**config.mk**
```make
export PLATFORM = sky130hd
export DESIGN_NAME = image_sender_flat
export DESIGN_NICKNAME = d
export VERILOG_FILES = /design/src/rtl/image_sender_if.sv /design/src/rtl/image_sender.sv /design/src/flat_wrapper.sv
export SDC_FILE = /design/constraint.sdc
export NUM_CORES = 1
export LEC_CHECK = 0
export ABC_AREA = 1
export BUFFER_PORTS_ARGS = -buffer_cell sky130_fd_sc_hd__buf_2
export CORE_AREA = 2 2 79 81
export CTS_CLUSTER_DIAMETER = 40
export DETAILED_ROUTE_END_ITERATION = 12
export DIE_AREA = 0 0 81 83
export GPL_TIMING_DRIVEN = 0
export PLACE_DENSITY = 0.76
export SYNTH_ARGS = -nofsm -noshare
export SYNTH_HDL_FRONTEND = slang
export SYNTH_SLANG_ARGS = --single-unit
```
**constraint.sdc**
```tcl
create_clock -name clk -period 1.5 [get_ports clk]
set_input_delay 0.15 -clock clk [delete_from_list [all_inputs] [get_ports clk]]
set_output_delay 0.15 -clock clk [all_outputs]
set_load 0.05 [all_outputs]
```
**src/rtl/image_sender_if.sv**
```systemverilog
// Handshake and RAM-read bundle for image_sender.
// The master side is the sender; the slave side is the RAM and host logic.
interface image_sender_if;
  logic       start;
  logic [9:0] rd_addr;
  logic       rd_en;
  logic [7:0] rd_data;
  logic       tx;
  logic       busy;
  logic       done;

  modport master (
    input  start,
    input  rd_data,
    output rd_addr,
    output rd_en,
    output tx,
    output busy,
    output done
  );

  modport slave (
    output start,
    output rd_data,
    input  rd_addr,
    input  rd_en,
    input  tx,
    input  busy,
    input  done
  );
endinterface

```
**src/rtl/image_sender.sv**
```systemverilog
// Streams a 784-byte image as a UART frame: BB 66 <784 data bytes> 66 BB, 8N1.
// Define IMG_SENDER_CHECKSUM_EN to append an XOR checksum byte after the data.
module image_sender #(
  parameter int CLK_FREQ  = 100_000_000,
  parameter int BAUD_RATE = 115200
) (
  input  logic          clk,
  input  logic          rst,
  image_sender_if.master bus
);

  localparam int BIT_CYCLES = CLK_FREQ / BAUD_RATE;
  localparam int BAUD_W     = (BIT_CYCLES > 1) ? $clog2(BIT_CYCLES) : 1;
  localparam logic [BAUD_W-1:0] BAUD_LAST = BAUD_W'(BIT_CYCLES - 1);
  localparam logic [9:0] LAST_IDX = 10'd783;
  localparam logic [7:0] SYNC_A   = 8'hBB;
  localparam logic [7:0] SYNC_B   = 8'h66;

`ifdef IMG_SENDER_CHECKSUM_EN
  typedef enum logic [2:0] {
    S_IDLE, S_HDR1, S_HDR2, S_DATA, S_CSUM, S_END1, S_END2, S_DONE
  } state_t;
`else
  typedef enum logic [2:0] {
    S_IDLE, S_HDR1, S_HDR2, S_DATA, S_END1, S_END2, S_DONE
  } state_t;
`endif

  state_t            state_reg, state_next;
  logic [BAUD_W-1:0] baud_cnt_reg, baud_cnt_next;
  logic [3:0]        bit_cnt_reg, bit_cnt_next;
  logic [9:0]        byte_idx_reg, byte_idx_next;
  logic [7:0]        cur_byte_reg, cur_byte_next;
  logic [7:0]        hold_reg, hold_next;
  logic              rd_pending_reg, rd_pending_next;
  logic              rd_en_reg, rd_en_next;
  logic [9:0]        rd_addr_reg, rd_addr_next;
  logic              tx_reg, tx_next;
  logic              byte_end;
  logic              load_data;
  logic [7:0]        load_byte;
`ifdef IMG_SENDER_CHECKSUM_EN
  logic [7:0]        csum_reg, csum_next;
`endif

  always_ff @(posedge clk) begin
    if (rst) begin
      state_reg      <= S_IDLE;
      baud_cnt_reg   <= '0;
      bit_cnt_reg    <= '0;
      byte_idx_reg   <= '0;
      cur_byte_reg   <= '0;
      hold_reg       <= '0;
      rd_pending_reg <= 1'b0;
      rd_en_reg      <= 1'b0;
      rd_addr_reg    <= '0;
      tx_reg         <= 1'b1;
`ifdef IMG_SENDER_CHECKSUM_EN
      csum_reg       <= '0;
`endif
    end else begin
      state_reg      <= state_next;
      baud_cnt_reg   <= baud_cnt_next;
      bit_cnt_reg    <= bit_cnt_next;
      byte_idx_reg   <= byte_idx_next;
      cur_byte_reg   <= cur_byte_next;
      hold_reg       <= hold_next;
      rd_pending_reg <= rd_pending_next;
      rd_en_reg      <= rd_en_next;
      rd_addr_reg    <= rd_addr_next;
      tx_reg         <= tx_next;
`ifdef IMG_SENDER_CHECKSUM_EN
      csum_reg       <= csum_next;
`endif
    end
  end

  always_comb begin
    state_next      = state_reg;
    baud_cnt_next   = baud_cnt_reg;
    bit_cnt_next    = bit_cnt_reg;
    byte_idx_next   = byte_idx_reg;
    cur_byte_next   = cur_byte_reg;
    // RAM data is only valid the cycle after the strobe, so capture it right then.
    hold_next       = rd_pending_reg ? bus.rd_data : hold_reg;
    rd_pending_next = rd_en_reg;
    rd_en_next      = 1'b0;
    rd_addr_next    = rd_addr_reg;
    tx_next         = tx_reg;
    byte_end        = 1'b0;
    load_data       = 1'b0;
    load_byte       = cur_byte_reg;
`ifdef IMG_SENDER_CHECKSUM_EN
    csum_next       = csum_reg;
`endif

    case (state_reg)
      S_IDLE: begin
        if (bus.start) begin
          state_next    = S_HDR1;
          baud_cnt_next = '0;
          bit_cnt_next  = '0;
          cur_byte_next = SYNC_A;
          tx_next       = 1'b0;
`ifdef IMG_SENDER_CHECKSUM_EN
          csum_next     = '0;
`endif
        end
      end
      S_DONE: begin
        state_next = S_IDLE;
        tx_next    = 1'b1;
      end
      default: begin
        if (baud_cnt_reg == BAUD_LAST) begin
          baud_cnt_next = '0;
          if (bit_cnt_reg == 4'd9) begin
            byte_end = 1'b1;
          end else begin
            bit_cnt_next = bit_cnt_reg + 4'd1;
            tx_next      = (bit_cnt_reg == 4'd8) ? 1'b1 : cur_byte_reg[bit_cnt_reg[2:0]];
          end
        end else begin
          baud_cnt_next = baud_cnt_reg + 1'b1;
        end
      end
    endcase

    // Fetch the next data byte at the first cycle of the byte currently on the line.
    if (baud_cnt_reg == '0 && bit_cnt_reg == 4'd0 &&
        (state_reg == S_HDR2 || (state_reg == S_DATA && byte_idx_reg != LAST_IDX))) begin
      rd_en_next   = 1'b1;
      rd_addr_next = (state_reg == S_HDR2) ? 10'd0 : byte_idx_reg + 10'd1;
    end

    if (byte_end) begin
      bit_cnt_next = '0;
      tx_next      = 1'b0;
      case (state_reg)
        S_HDR1: begin
          state_next = S_HDR2;
          load_byte  = SYNC_B;
        end
        S_HDR2: begin
          state_next    = S_DATA;
          byte_idx_next = '0;
          load_byte     = hold_reg;
          load_data     = 1'b1;
        end
        S_DATA: begin
          if (byte_idx_reg == LAST_IDX) begin
`ifdef IMG_SENDER_CHECKSUM_EN
            state_next = S_CSUM;
            load_byte  = csum_reg;
`else
            state_next = S_END1;
            load_byte  = SYNC_B;
`endif
          end else begin
            byte_idx_next = byte_idx_reg + 10'd1;
            load_byte     = hold_reg;
            load_data     = 1'b1;
          end
        end
`ifdef IMG_SENDER_CHECKSUM_EN
        S_CSUM: begin
          state_next = S_END1;
          load_byte  = SYNC_B;
        end
`endif
        S_END1: begin
          state_next = S_END2;
          load_byte  = SYNC_A;
        end
        S_END2: begin
          state_next = S_DONE;
          tx_next    = 1'b1;
        end
        default: begin
          state_next = S_IDLE;
          tx_next    = 1'b1;
        end
      endcase
      cur_byte_next = load_byte;
    end

`ifdef IMG_SENDER_CHECKSUM_EN
    // Accumulate as each data byte is committed to the line; byte 783 is in before DATA exits.
    if (load_data) begin
      csum_next = csum_reg ^ hold_reg;
    end
`endif
  end

  assign bus.tx      = tx_reg;
  assign bus.rd_en   = rd_en_reg;
  assign bus.rd_addr = rd_addr_reg;
  assign bus.busy    = (state_reg != S_IDLE) && (state_reg != S_DONE);
  assign bus.done    = (state_reg == S_DONE);

endmodule

```
**src/flat_wrapper.sv**
```systemverilog
// flat-port wrapper written by rule: the top's interface ports become plain ports
module image_sender_flat 
#(
  parameter int CLK_FREQ  = 100_000_000,
  parameter int BAUD_RATE = 115200
)
  (clk, rst, bus_start, bus_rd_data, bus_rd_addr, bus_rd_en, bus_tx, bus_busy, bus_done);
  image_sender_if bus_i ();
  input  logic clk;
  input  logic rst;
  input wire logic [$bits(bus_i.start)-1:0] bus_start;
  input wire logic [$bits(bus_i.rd_data)-1:0] bus_rd_data;
  output wire logic [$bits(bus_i.rd_addr)-1:0] bus_rd_addr;
  output wire logic [$bits(bus_i.rd_en)-1:0] bus_rd_en;
  output wire logic [$bits(bus_i.tx)-1:0] bus_tx;
  output wire logic [$bits(bus_i.busy)-1:0] bus_busy;
  output wire logic [$bits(bus_i.done)-1:0] bus_done;
  assign bus_i.start = bus_start;
  assign bus_i.rd_data = bus_rd_data;
  assign bus_rd_addr = bus_i.rd_addr;
  assign bus_rd_en = bus_i.rd_en;
  assign bus_tx = bus_i.tx;
  assign bus_busy = bus_i.busy;
  assign bus_done = bus_i.done;
  image_sender #(.CLK_FREQ(CLK_FREQ), .BAUD_RATE(BAUD_RATE)) u_core (.clk(clk), .rst(rst), .bus(bus_i));
endmodule
```
Word-level counts from Yosys, hierarchy flattened

Index checks and enable logic that the tools add are counted.
Widths: inputs -> output; s select.

Add/subtract/negate cells: 3
Magnitude comparators: 1
Equal/unequal tests: 18
Multiplexer cells: 33
Bitwise gates (word level): 1
Reduce and logical (&&, ||, !) cells: 22

Operators with widths:

| operator              | count |
|---|---|
| $mux 10               | 4 |
| $pmux 10 s2           | 2 |
| $mux 8                | 4 |
| $pmux 8 s4            | 1 |
| $add 10x1->10 const B | 2 |
| $eq 10x10->1 const B  | 2 |
| $pmux 3 s5            | 1 |
| $mux 4                | 3 |
| $mux 1                | 11 |
| $logic_not 10->1      | 1 |
| $ne 10x10->1 const B  | 1 |
| $eq 3x3->1 const B    | 3 |
| $mux 3                | 3 |
| $reduce_and 3->1      | 3 |
| $eq 4x4->1 const B    | 2 |
| $pmux 4 s2            | 1 |
| $reduce_bool 2->1     | 4 |
| $eq 3x2->1 const B    | 2 |
| $ne 2x2->1 const B    | 3 |
| $pmux 3 s2            | 1 |
| $ne 5x5->1 const B    | 1 |
| $add 4x1->4 const B   | 1 |
| $logic_and 1x1->1     | 4 |
| $logic_not 4->1       | 1 |
| other kinds (16)      | 17 |

Register bits after elaboration: 56
Bits of input ports: 11
Output and inout port bits: 14

Depth between registers and ports, before layout

Depth after elaboration: 7
Depth in mapped cells: 12

Worst setup path before layout

Ideal clock, no wire load.

Kind: reg-to-reg
From: register u_core.bit_cnt_reg[0]
To: register u_core.rd_addr_reg[9] (netlist: u_core.bus.rd_addr[9])
Arrival: 1.505 ns
Required time: 1.430 ns
Slack: -0.076 ns
Cell stages (with the launch flop): 12
Period minus slack after synthesis: 1.576 ns
Cells stage by stage: dfxtp_1 clkbuf_1 inv_1 ha_1 nand2_1 nor2_1 nand2_1 nor2_1 nand3_1 buf_4 nand2_1 a21oi_1

Longest elaborated chain between the ends: 3

Ends and longest elaborated chain:

| element                        | line                | text |
|---|---|---|
| start, declared                | image_sender.sv:31  | `logic [3:0] bit_cnt_reg, bit_cnt_next;` |
| start signal, assigned         | image_sender.sv:64  | `bit_cnt_reg <= bit_cnt_next;` |
| $logic_not 4->1                | image_sender.sv:130 | `if (baud_cnt_reg == '0 && bit_cnt_reg == 4'd0 &&` |
| $logic_and 1x1->1 (2 in a row) | image_sender.sv:130 |  |
| end signal, assigned           | image_sender.sv:70  | `rd_addr_reg <= rd_addr_next;` |
| end, declared                  | image_sender.sv:37  | `logic [9:0] rd_addr_reg, rd_addr_next;` |

No other way between the ends.
A chain may end at the register's enable or synchronous reset.

Final worst setup path

From: register u_core.baud_cnt_reg[1]
To: register u_core.byte_idx_reg[0]

Longest elaborated chain between the ends: 4

Ends and longest elaborated chain:

| element                           | line                | text |
|---|---|---|
| start, declared                   | image_sender.sv:30  | `logic [BAUD_W-1:0] baud_cnt_reg, baud_cnt_next;` |
| start signal, assigned            | image_sender.sv:63  | `baud_cnt_reg <= baud_cnt_next;` |
| $eq 10x10->1                      | image_sender.sv:115 | `if (baud_cnt_reg == BAUD_LAST) begin` |
| $mux 1                            | image_sender.sv:115 |  |
| $mux 1                            | image_sender.sv:97  | `case (state_reg)` |
| $reduce_and 3->1 (no source line) | --                  |  |
| end signal, assigned              | image_sender.sv:65  | `byte_idx_reg <= byte_idx_next;` |
| end, declared                     | image_sender.sv:32  | `logic [9:0] byte_idx_reg, byte_idx_next;` |

No other way between the ends.

==> results list <==
- The worst hold path belongs to the class input port to flip-flop.
- Compared with the post-synthesis result, the final layout area differs by 31.0%.
- Mean instance size in the synthesized netlist: about 6.4 um^2
- Counting the buffers created by CTS gives 5.
* H-tree depth: 2
* Crit path largest cell delay: 0.38 ns
- Setup violations remaining at the end of the flow were counted as 16.
- For this run, the top clock speed supported by timing is roughly 650 MHz.
* Overall routing resource usage: 25.1%
- Endpoint of the worst-slack reg-to-reg timing path: u_core.byte_idx_reg[0]$_SDFFE_PP0P_
- The commonest cells after synthesis are 139 x sky130_fd_sc_hd__nand2_1, 80 x sky130_fd_sc_hd__nor2_1, 56 x sky130_fd_sc_hd__dfxtp_1, 52 x sky130_fd_sc_hd__inv_1, 41 x sky130_fd_sc_hd__nand3_1.
- At the later pin of the worst-skew pair, clock insertion delay measures 0.31 ns.
- After Yosys synthesis, full adders, half adders and majority gates account for 2.42% of the synthesized area.
- The most common cell in the synthesized netlist is sky130_fd_sc_hd__nand2_1.
- Number of core rows: 28
- Violated checks: negative setup slack
* Post-synth cell types: 31
- Signal routing reaches up to met4.
- Number of synthesis warnings: 0
- Critical path data arrival time: 1.78 ns
- Total congestion overflow: 0
- Worst Slack Setup Final: -0.0410 ns
- The detailed router placed roughly 3.4k vias in this run.
- The count of buffers added on input and output ports is 23.
* Dominant combinational cell family by area after synthesis: simple AND/OR/NAND/NOR gates
- The floorplan step defined a core boundary enclosing 5820 um^2.
- The detailed router finished its first iteration with roughly 390 violations.
- The via count of the first global-routing pass was 3,083.
* Worst slew slack as a fraction of its limit: 61.9%
- CP Capture Point: u_core.byte_idx_reg[0]$_SDFFE_PP0P_
- In this run the deepest clock path goes through 2 buffers.
- Initial antenna violation count: 0
- Counting flops with a built-in enable in the synthesized netlist gives 0.
- STA classifies the critical path endpoint as a flip-flop.
* TritonCTS clock tree: built
* Detailed Place HPWL: around 5.1 mm
- For this design, the sink count on the clock tree is 56.
* Worst setup path startpoint: u_core.baud_cnt_reg[1]$_SDFFE_PP0P_
- Global-route wire length before repair: ~14 mm
- Ordered cell list for the critical path: ha_4 -> inv_2 -> nor2_1 -> nand2_1 -> nor2_4 -> nand2_4 -> nor2_4 -> o21ai_1 -> nor2_1
* Setup slack of the worst register-to-register path: -0.04 ns
* Via/cell ratio: 5.53
- By area the synthesized netlist is led by sky130_fd_sc_hd__dfxtp_1 36%, sky130_fd_sc_hd__nand2_1 17%, sky130_fd_sc_hd__nor2_1 9.7%, sky130_fd_sc_hd__nand3_1 6.6%, sky130_fd_sc_hd__inv_1 6.3%.
- The final layout contains 567 nets.
- Layout cells sized above 1: 30.8%
- The worst path in the final design needs a cycle of 1.54 ns, including I/O delays and setup.
- Excluding fillers, the count of instances in the completed layout stands at just over 600.
- CP startpoint kind: flip-flop
* Net count after synthesis: 506
* Maximum VDD drop: 0.561 mV
- The synthesized design devotes to its leading area cell type between 30% and 40% of total area.
- Synthesis inferred 56 register bits.
- Entering global routing, the biggest net connects 15 pins.
- Setup repair after global routing missed its margin: yes
* Startpoint of the most critical register-to-register path: u_core.baud_cnt_reg[1]$_SDFFE_PP0P_
* Length of the first detailed-routing pass in iterations: 7
- Cells fill 70.0% of the core in the end.
* Final hold violation count: 0
* Met3 Routed Length: 785 um
- STA puts the critical path data required time at 1.74 ns.
- Die area: ~6700 um^2
- In this run the worst path has a maximum fanout of 5.
- X dimension of the die: 81 um
* Antenna fix cells: 0
- The worst hold path passes through 3 cells.
* Fin crit share: 103%
* Synthesized-area fraction occupied by ao, oa, aoi and oai cells: 9.66%
- Status: finished with violations
- The floorplan step set the die height to approximately 83 um.
- Clock-pin slew on the worst setup and hold paths: 0.10 ns
- The cell count after synthesis came out at 489.
* PwrDens: 670 nW/um^2
- Among all stages on the critical path, the largest delay is contributed by sky130_fd_sc_hd__dfxtp_4.
- Multiplexer share of the synthesized area: 0%
* Total of max-cap violations: 0
- Once detail routing completed, the nets flagged for antenna violations numbered 0.
- 25 I/O pins were placed.
- For this configuration, the core starts out at a cell density of 53.4%.
- For this block, the routed nets add up to 8.83 mm of wire.
* WS Path Type: flip-flop to flip-flop
* Count of pins over their slew limit: 0
- Actual transition at the worst max-transition pin: 0.571 ns
- Routed WL per cell: 14.2 um
* Simple-gate share of the synthesized area: 41.8%
* Met1 layer wirelength in the final routing: 3.66 mm
* Met2 routed wirelength: approximately 4.1 mm
- Root buf cell: sky130_fd_sc_hd__clkbuf_8
* Post-Synth XOR/XNOR Area: less than 1%
- Worst-case reg-to-reg path depth: 9
- For this run, design rule violations remaining after detail routing come to 0.
- The number of hold buffers added after CTS was 0.
- The biggest area contributor in the post-synthesis netlist is sky130_fd_sc_hd__dfxtp_1.
- Routability Congestion: 0.873
- Top_reg_cell synth: sky130_fd_sc_hd__dfxtp_1
- Cell total after placement: between 500 and 600
- Summing every instance area after synthesis gives 3110 um^2.
- Fraction of registers with async set or reset after synthesis: 0%
- The analysis attributes to cell leakage a power of 0.00176 uW.
- Proportion of synthesized chip area in sequential cells: roughly 36%
* Max Clock Skew: 0.00961 ns
## stage by stage
| step | cell area [um^2] | setup WS (ns) | TNS [ns] | total power, uW | hold slack [ns] |
|---|---|---|---|---|---|
| after global routing | 4070 | -0.115 | -2.53 | 2840 | 0.0587 |
| final | 4070 | -0.0410 | -0.261 | 2730 | 0.0618 |
| after floorplan | 3120 | 0.00809 | 0 | 1780 | 0.285 |
| after global placement | 3330 | -0.254 | -7.99 | 1850 | 0.370 |
| after detailed placement | 3330 | -0.270 | -8.35 | 1850 | 0.378 |
| after CTS | 3840 | -0.0128 | -0.0573 | 2680 | 0.0651 |
## kinds of logic (layout without fill, tap and decap cells)
group	after synthesis	count (layout)
compound gates	59	59
xor+xnor	3	3
fa+ha+maj	6	6
buf+inv	71	126
flops	56	56
simple gates	294	298
## worst min-delay path by stage
stage	start	end	slack, ns
after floorplan	bus_rd_data[0]	u_core.hold_reg[0]$_SDFFE_PP0P_	0.28
after global placement	bus_rd_data[3]	u_core.hold_reg[3]$_SDFFE_PP0P_	0.37
after detailed placement	bus_rd_data[3]	u_core.hold_reg[3]$_SDFFE_PP0P_	0.38
after CTS	bus_rd_data[2]	u_core.hold_reg[2]$_SDFFE_PP0P_	0.07
after global routing	bus_rd_data[6]	u_core.hold_reg[6]$_SDFFE_PP0P_	0.06
final	bus_rd_data[3]	u_core.hold_reg[3]$_SDFFE_PP0P_	0.06
## critical path: cells and delay by family, from the launching register on
| kind | cells | cell delay, ns |
|---|---|---|
| simple gates | 6 | 0.80 |
| flops | 1 | 0.38 |
| fa+ha+maj | 1 | 0.15 |
| compound gates | 1 | 0.09 |
| buf+inv | 1 | 0.04 |
## placed cells by master (no fill, tap or decap), types with 2 or more instances in the layout
| master | netlist | final |
|---|---|---|
| sky130_fd_sc_hd__a21oi_1 | 33 | 27 |
| sky130_fd_sc_hd__a21oi_2 | 0 | 6 |
| sky130_fd_sc_hd__buf_2 | 2 | 22 |
| sky130_fd_sc_hd__buf_4 | 2 | 22 |
| sky130_fd_sc_hd__buf_6 | 1 | 8 |
| sky130_fd_sc_hd__buf_8 | 0 | 2 |
| sky130_fd_sc_hd__clkbuf_1 | 5 | 3 |
| sky130_fd_sc_hd__clkbuf_8 | 0 | 5 |
| sky130_fd_sc_hd__clkinv_1 | 2 | 2 |
| sky130_fd_sc_hd__dfxtp_1 | 56 | 41 |
| sky130_fd_sc_hd__dfxtp_2 | 0 | 9 |
| sky130_fd_sc_hd__dfxtp_4 | 0 | 6 |
| sky130_fd_sc_hd__ha_4 | 0 | 4 |
| sky130_fd_sc_hd__inv_1 | 52 | 43 |
| sky130_fd_sc_hd__inv_2 | 5 | 10 |
| sky130_fd_sc_hd__inv_4 | 0 | 4 |
| sky130_fd_sc_hd__nand2_1 | 139 | 121 |
| sky130_fd_sc_hd__nand2_2 | 4 | 17 |
| sky130_fd_sc_hd__nand2_4 | 2 | 8 |
| sky130_fd_sc_hd__nand3_1 | 41 | 32 |
| sky130_fd_sc_hd__nand3_2 | 6 | 7 |
| sky130_fd_sc_hd__nand3_4 | 0 | 9 |
| sky130_fd_sc_hd__nand4_1 | 5 | 5 |
| sky130_fd_sc_hd__nor2_1 | 80 | 68 |
| sky130_fd_sc_hd__nor2_2 | 2 | 9 |
| sky130_fd_sc_hd__nor2_4 | 4 | 11 |
| sky130_fd_sc_hd__nor3_1 | 7 | 7 |
| sky130_fd_sc_hd__nor3b_2 | 0 | 2 |
| sky130_fd_sc_hd__o21ai_0 | 22 | 17 |
| sky130_fd_sc_hd__o21ai_1 | 2 | 6 |
| sky130_fd_sc_hd__xor2_1 | 2 | 2 |
## per-layer routing
metal,up-vias,global-route usage (%)
met3,37,5.43
met4,0,6.32
met1,1526,32.8
met2,210,41.5
met5,-,0
li1,1670,-
## final cells by class
| type | count | area (um^2) |
|---|---|---|
| plain buffers | 11 | 91.3 |
| clock buffers | 5 | 68.8 |
| fillers | 462 | 1740 |
| inverters | 60 | 240 |
| multi-input cells | 366 | 2070 |
| flip-flops and latches | 56 | 1150 |
| well taps | 75 | 93.8 |
| repair buffers | 50 | 352 |
## power by group
group	total, uW	switching, uW	internal [uW]
registers	1540	28.3	1510
logic	427	265	162
clock network	762	458	303
total	2730	752	1980
## repair_timing
action                     in CTS  in global routing
cloned                          5                  0
setup endpoints to repair      48                 47
setup buffers                  18                  8
resized for setup              71                 64
pin swaps                      26                 22
Note: power is estimated with default switching activity, not from simulation.
